===== src/rtl/axi4stream_pkg.sv =====
// Shared AXI4-Stream widths and the arbiter state type for the stream blocks.
package axi4stream_pkg;

    localparam int DW = 32;
    localparam int KW = DW / 8;

    typedef enum logic {
        ARB_IDLE = 1'b0,
        ARB_PKT  = 1'b1
    } arb_state_t;

    // Index width for an N-entry selector; a single entry still needs one bit.
    function automatic int idx_width(input int n);
        return (n > 1) ? $clog2(n) : 1;
    endfunction

endpackage


===== src/rtl/str_rr_pick.sv =====
// Combinational round-robin picker: first set request searching upward,
// with wrap, from the slot after ptr. Returns a one-hot grant and its index.
module str_rr_pick
    import axi4stream_pkg::*;
#(
    parameter int N  = 4,
    parameter int PW = idx_width(N)
) (
    input  logic [N-1:0]  req,
    input  logic [PW-1:0] ptr,
    output logic [N-1:0]  gnt,
    output logic [PW-1:0] idx
);

    logic [2*N-1:0] req_dbl;
    logic [N-1:0]   req_rot;
    int             base;
    int             hit;
    int             win;

    // Rotate the doubled request vector so the slot after ptr lands on bit 0.
    always_comb begin
        base = int'(ptr) + 1;
        if (base >= N) begin
            base = 0;
        end
        req_dbl = {req, req};
        req_rot = N'(req_dbl >> base);
    end

    // Priority-encode the rotated vector; the lowest set bit is the winner.
    always_comb begin
        hit = -1;
        for (int i = N - 1; i >= 0; i--) begin
            if (req_rot[i]) begin
                hit = i;
            end
        end
    end

    // Undo the rotation to get the absolute input index and its one-hot form.
    always_comb begin
        gnt = '0;
        idx = '0;
        win = 0;
        if (hit >= 0) begin
            win = base + hit;
            if (win >= N) begin
                win = win - N;
            end
            gnt = N'(1) << win;
            idx = PW'(win);
        end
    end

endmodule


===== src/rtl/str_arb.sv =====
// Packet-locked round-robin arbiter sharing one registered AXI4-Stream output
// between N sources. An owner keeps the output until its tlast beat is taken.
module str_arb
    import axi4stream_pkg::*;
#(
    parameter int N  = 4,
    parameter int DW = axi4stream_pkg::DW
) (
    input  logic          clk,
    input  logic          rst,
    input  logic [N-1:0]    s_tvalid,
    output logic [N-1:0]    s_tready,
    input  logic [N*DW-1:0] s_tdata,
    input  logic [N-1:0]    s_tlast,
    output logic          m_tvalid,
    input  logic          m_tready,
    output logic [DW-1:0] m_tdata,
    output logic          m_tlast,
    output logic [N-1:0]  grant
);

    localparam int PW = idx_width(N);

    arb_state_t    state;
    logic [PW-1:0] ptr;
    logic [PW-1:0] owner;
    logic [N-1:0]  pick_gnt;
    logic [PW-1:0] pick_idx;
    logic          own_valid;
    logic          own_last;
    logic [DW-1:0] own_data;
    logic          out_free;
    logic          accept;

    str_rr_pick #(
        .N  (N),
        .PW (PW)
    ) u_pick (
        .req (s_tvalid),
        .ptr (ptr),
        .gnt (pick_gnt),
        .idx (pick_idx)
    );

    // Route the current owner's valid, last and data lane to the output path.
    always_comb begin
        own_valid = 1'b0;
        own_last  = 1'b0;
        own_data  = '0;
        for (int i = 0; i < N; i++) begin
            if (PW'(i) == owner) begin
                own_valid = s_tvalid[i];
                own_last  = s_tlast[i];
                own_data  = s_tdata[i*DW +: DW];
            end
        end
    end

    // The output register can take a beat when it is empty or being drained;
    // only the owner sees that, everyone else just sees ready low.
    always_comb begin
        out_free = m_tready | ~m_tvalid;
        accept   = (state == ARB_PKT) & own_valid & out_free;
        s_tready = grant & {N{out_free}};
    end

    // Arbitration FSM, round-robin pointer and the registered output beat.
    always_ff @(posedge clk) begin
        if (rst) begin
            state    <= ARB_IDLE;
            ptr      <= PW'(N - 1);
            owner    <= '0;
            grant    <= '0;
            m_tvalid <= 1'b0;
            m_tdata  <= '0;
            m_tlast  <= 1'b0;
        end else begin
            if (accept) begin
                m_tvalid <= 1'b1;
                m_tdata  <= own_data;
                m_tlast  <= own_last;
            end else if (m_tready) begin
                m_tvalid <= 1'b0;
            end

            case (state)
                ARB_IDLE: begin
                    if (|s_tvalid) begin
                        state <= ARB_PKT;
                        grant <= pick_gnt;
                        owner <= pick_idx;
                    end
                end
                ARB_PKT: begin
                    if (accept && own_last) begin
                        state <= ARB_IDLE;
                        grant <= '0;
                        ptr   <= owner;
                    end
                end
                default: begin
                    state <= ARB_IDLE;
                    grant <= '0;
                end
            endcase
        end
    end

endmodule


===== config.mk =====
export PLATFORM = sky130hd
export DESIGN_NAME = str_arb
export DESIGN_NICKNAME = d
export VERILOG_FILES = /design/src/rtl/axi4stream_pkg.sv /design/src/rtl/str_rr_pick.sv /design/src/rtl/str_arb.sv
export SDC_FILE = /design/constraint.sdc
export NUM_CORES = 1
export LEC_CHECK = 0
export CORE_MARGIN = 1
export CORE_UTILIZATION = 39
export CTS_CLUSTER_DIAMETER = 150
export DETAILED_ROUTE_END_ITERATION = 16
export PLACE_DENSITY = 0.82
export SLEW_MARGIN = 40
export SYNTH_ARGS = -nofsm -noshare
export SYNTH_HDL_FRONTEND = slang
export SYNTH_HIERARCHICAL = 1
export SYNTH_SLANG_ARGS = --single-unit
export TNS_END_PERCENT = 100

===== constraint.sdc =====
create_clock -name clk -period 7 [get_ports clk]
set_clock_uncertainty 0.2 [all_clocks]
set_input_delay 1.4 -clock clk [delete_from_list [all_inputs] [get_ports clk]]
set_output_delay 1.4 -clock clk [all_outputs]
set_load 0.005 [all_outputs]

# After elaboration in Yosys (flattened, before gate mapping)
# Index checks and enable logic that the tools add are counted.
# Widths: inputs -> output; s select.
[classes]
addsub = 3
magnitude_cmp = 3
eq_ne = 5
n_shift = 2
mux = 29
bitwise_logic = 6
reduce_logical = 7
[ops]
columns = ["op", "count"]
rows = [
  ["$mux 32", 11],
  ["$ge 32x4->1 const B", 2],
  ["$add 32x32->32", 1],
  ["$ge 32x1->1 const B", 1],
  ["$shl 1x32->4 const A", 1],
  ["$shr 8x32->4", 1],
  ["$sub 32x4->32 const B", 1],
  ["$mux 1", 12],
  ["$mux 4", 3],
  ["$pmux 4 s2", 1],
  ["$reduce_and 2->1", 3],
  ["$and 4x4->4", 1],
  ["$eq 2x2->1 const A", 2],
  ["$reduce_or 4->1", 1],
  ["$add 2x1->3 const B", 1],
  ["$and 1x1->1", 2],
  ["$eq 1x2->1 const A", 1],
  ["$logic_not 2->1", 1],
  ["$mux 2", 1],
  ["$ne 2x1->1 const B", 1],
  ["$ne 2x2->1 const B", 1],
  ["$not 1->1", 2],
  ["$pmux 1 s2", 1],
  ["$reduce_bool 2->1", 1],
  ["2 further kinds", 2],
]
[word_totals]
register_bits = 43
in_bits = 139
out_inout_bits = 42
wordCells = 62

# Depth between registers and ports, before layout
[logic_depth]
word_depth = 16
depth_mapped = 17
depth_no_buf = 17

# Modules after synthesis
# The synthesis kept the hierarchy.
[by_module_without_submodules]
columns = ["mod", "instances", "cells_each", "area_each_um2", "seq_area_each_um2"]
rows = [
  ["str_arb", 1, 250, 2613.8, 860.8],
  ["str_rr_pick", 1, 74, 588.1, 0.0],
]

# Worst setup path before layout
# Ideal clock, no wire load.
[synth_timing]
path_kind = "in2reg"
from = "input s_tvalid[2]"
to = "register grant[0]"
setup_ns = 0.072
arrival_ns = 5.022
required_time_ns = 6.728
setup_slack_ns = 1.706
stages = 12
n_path_buf = 0
cell_sequence = "nor4_1 -> ha_1 -> nor2_1 -> nor2_1 -> ha_1 -> ha_1 -> or3b_1 -> a41oi_1 -> mux2i_1 -> a2111oi_1 -> nand3b_1 -> mux2i_1"
[synth_between]
elab_chain_cells = 13
word_cells_on_any_way = 24
classes_between = "add/sub (2); order compare (2); eq/ne (2); shift (2); mux (11); bitwise (2); reduce/logical (3)"
[synth_rtl]
columns = ["item", "line_no", "text"]
rows = [
  ["from (decl)", "str_arb.sv:11", "input logic [N-1:0] s_tvalid,"],
  ["$shr 8x32->4 (*)", "str_rr_pick.sv:28", "req_rot = N'(req_dbl >> base);"],
  ["$mux 32 (3 in a row)", "str_rr_pick.sv:35", "if (req_rot[i]) begin"],
  ["$mux 32 (*)", "str_rr_pick.sv:35", ""],
  ["$add 32x32->32", "str_rr_pick.sv:47", "win = base + hit;"],
  ["$sub 32x4->32 or $ge 32x4->1 (tied branches)", "str_rr_pick.sv:49, str_rr_pick.sv:48", ""],
  ["$mux 32", "str_rr_pick.sv:48", "if (win >= N) begin"],
  ["$mux 32", "str_rr_pick.sv:46", "if (hit >= 0) begin"],
  ["$shl 1x32->4", "str_rr_pick.sv:51", "gnt = N'(1) << win;"],
  ["$mux 4 (*)", "str_rr_pick.sv:46", ""],
  ["named net pick_gnt[0]", "str_arb.sv:27", "logic [N-1:0] pick_gnt;"],
  ["$mux 4 (*)", "str_arb.sv:88", "if (|s_tvalid) begin"],
  ["$pmux 4 s2 (*)", "str_arb.sv:86", "case (state)"],
  ["to (signal assigned)", "str_arb.sv:90", "grant <= pick_gnt;"],
  ["to (decl)", "str_arb.sv:19", "output logic [N-1:0] grant"],
]
# The timed path passes the listed nets; every way through them passes the cells marked *. The select of a mux whose other input is x is not followed.
# A chain may end at the register's enable or synchronous reset.

# Worst setup path in the final report
[layout_timing]
from = "input s_tvalid[0]"
to = "register grant[0]"
# The elaborated chain is that of the path after synthesis.

==> impl_metrics.json <==
{
  "drt-total-wl_um": 10260,
  "syn_inst": 324,
  "p_leak_nw": 1.748,
  "synthArstFlopShare_pct": 0,
  "p_total_uw": 847.4,
  "post-route-min-period_ns": 5.090,
  "synth_seq_cells": 43,
  "ys.flop_type": "dfxtp_1",
  "final.setup.tns_ns": 0,
  "dr.pass1.iters": 4,
  "worstSetupPathType": "in -> reg",
  "die-area_mm2": 0.008576,
  "synthDistinctLibCells": 47,
  "cellPowerDensity_mw_per_mm2": 164.5,
  "drc": 0,
  "htreeDepth": 2,
  "numCtsBuffers": 5,
  "fin_nets": 645,
  "critPathMaxFanout": 7,
  "synth_seq_area_share_pct": 26.89,
  "seq_power_share_pct": 35.8,
  "wl_per_cell_um": 17.27,
  "pwr-share-comb_pct": 41.1,
  "hold_viol": 0,
  "final_common_cell": "clkdlybuf4s50_1",
  "drv_cap": 0,
  "rows": 32,
  "fillers": 662,
  "mostFrequentLayoutCells": "clkdlybuf4s50_1 (180), a21oi_1 (41), dfxtp_1 (41)",
  "cts_tree": "done",
  "grt_setup_unrepaired": "false",
  "die_h_um": 92.61,
  "synth_edf_count": 0,
  "setup_violations": 0,
  "via_count": 3390,
  "cts_setup_buffers": 0,
  "syn_area_per_cell_um2": 9.882,
  "slew_headroom_pct": 60.22,
  "grt_pass1_wl_um": 15820,
  "slew_viol_final": 0,
  "setup.worst_path.end_class": "flip-flop",
  "diodes": 0,
  "muxShareOfSynthArea_pct": 26.73,
  "grt_usage_pct": 23.14,
  "ir_worst_vdd_mv": 0.09139,
  "outcome": "finished, final reports clean",
  "drt_iter0_markers": 147,
  "core_mm2": 0.007848,
  "grt_max_degree": 42,
  "yosysWarnings": 6,
  "grt_pass1_vias": 3250,
  "clock_latency_ns": 0.28,
  "path_clk_slew_ns": 0.08,
  "io_buffers": 180,
  "antenna_found_initial": 0,
  "tightest_slew_ns": 0.5967,
  "yosys.area_share.adder_pct": 6.096,
  "synth_simple_gate_area_share_pct": 15.40,
  "area_delta_synth_final_pct": 60.92,
  "ioPinCount": 181,
  "antenna_left": 0,
  "crit_required_ns": 7.01,
  "initial_core_util_pct": 40.80,
  "holdBufCountCts": 0,
  "cts_num_sinks": 43,
  "min_path_type": "reg -> reg",
  "switching_share_pct": 29.35,
  "drive_gt1_share_pct": 11.79,
  "synth.cell_area_mm2": 0.003202,
  "crit_path_start_kind": "primary input",
  "clockBufferDepth": 2,
  "synth_top_family_by_area": "multiplexers",
  "cts_resized": 0,
  "p_sw_uw": 248.7,
  "dp_hpwl_um": 7915,
  "fin_crit_sh_pct": 72.71,
  "pwr-share-clk_pct": 23.2,
  "cts_root_buf": "clkbuf_8",
  "die_w_um": 92.61,
  "fmax_ghz": 0.1965,
  "grt.overflow.total": 0,
  "arrival_ns": 5.10,
  "via_per_inst": 5.707,
  "gp_congestion": 0.7513,
  "synth_xor_area_share_pct": 0.5080,
  "synth-compound-area-share_pct": 17.98,
  "p_int_uw": 598.7
}
==> metal layers <==
| layer | vias up | GRT usage (%) | part of all wire (%) |
|---|---|---|---|
| met5 | - | 0 | 0 |
| met4 | 0 | 5.990 | 2.0 |
| met3 | 18 | 3.612 | 6.5 |
| met2 | 151 | 41.79 | 51 |
| met1 | 1631 | 28.47 | 40 |
| li1 | 1590 | - | - |
==> power groups by stage <==
stage                     Combinational [mW]  Clock [mW]  Sequential (mW)
final                                  0.348       0.196            0.303
after global routing                   0.374       0.211            0.309
after CTS                              0.349       0.201            0.304
after detailed placement               0.348           0            0.310
after global placement                 0.335           0            0.307
after floorplan                        0.218           0            0.286
==> kinds of logic (layout without fill, tap and decap cells) <==
| group | count (synthesis) | count (layout) |
|---|---|---|
| XOR/XNOR | 1 | 1 |
| multiplexers | 44 | 44 |
| buffers and inverters | 32 | 199 |
| AO/OA/AOI/OAI | 99 | 99 |
| other | 2 | 3 |
| adder cells (fa/ha/maj) | 15 | 15 |
| flip-flops | 43 | 43 |
| AND/OR/NAND/NOR | 88 | 88 |
==> synthesized netlist by cell type, drive strengths merged (5+ instances only) <==
master | number | share of area [%]
a21oi | 41 | 6.4
buf | 18 | 4.5
clkbuf | 10 | 1.2
dfxtp | 43 | 27
ha | 14 | 5.5
mux2i | 10 | 3.5
mux4 | 32 | 23
nand2 | 11 | 1.3
nand2b | 5 | 0.98
nand3 | 34 | 5.3
nor2 | 6 | 0.70
nor4 | 7 | 1.4
o21ai | 42 | 6.6
==> worst paths after layout <==
check             endpoint  cells after the start         from  slack (ns)
hold reg to reg    m_tlast                      2      m_tlast        0.28
hold / removal     m_tlast                      2      m_tlast        0.28
setup / recovery  grant[0]                     15  s_tvalid[0]        1.91
setup reg to reg  grant[0]                     16       ptr[0]        2.58
==> worst max-delay path: stages <==
cell             delay, ns
clkdlybuf4s50_1       0.59
nor2_1                0.11
a221oi_1              0.31
o21ai_0               0.13
ha_1                  0.22
fa_1                  0.45
xor2_2                0.23
inv_1                 0.12
ha_1                  0.14
or3b_1                0.36
a41oi_1               0.25
mux2i_1               0.17
a2111oi_1             0.36
nand3b_1              0.11
mux2i_1               0.14
==> state kept, by name (all words and copies together) (netlist names) <==
signal	flops
grant	4
owner	2
m_tvalid	1
m_tdata	32
ptr	2
m_tlast	1
state	1
==> final cells by class <==
cell class,count,area [um^2],area share (%)
Clock inverter,2,35.03,0.6799
Sequential cell,43,868.3,16.85
Clock buffer,6,82.58,1.603
Timing Repair Buffer,187,1874,36.38
Multi-Input combinational cell,250,2150,41.72
Inverter,4,15.01,0.2914
Tap cell,102,127.6,2.477
==> per-stage QoR <==
step	area, um^2	hold WS, ns	util [%]	instances	worst slack (ns)
floorplan	3206	0.2629	-	325	1.706
global placement	5002	0.2615	63.74	585	1.811
detailed placement	5032	0.2683	64.13	586	1.638
CTS	5150	0.2792	65.63	594	1.943
global route	5152	0.2989	65.66	594	1.651
finish	5152	0.2762	65.66	594	1.910
Power figures use the tool's default switching activity.
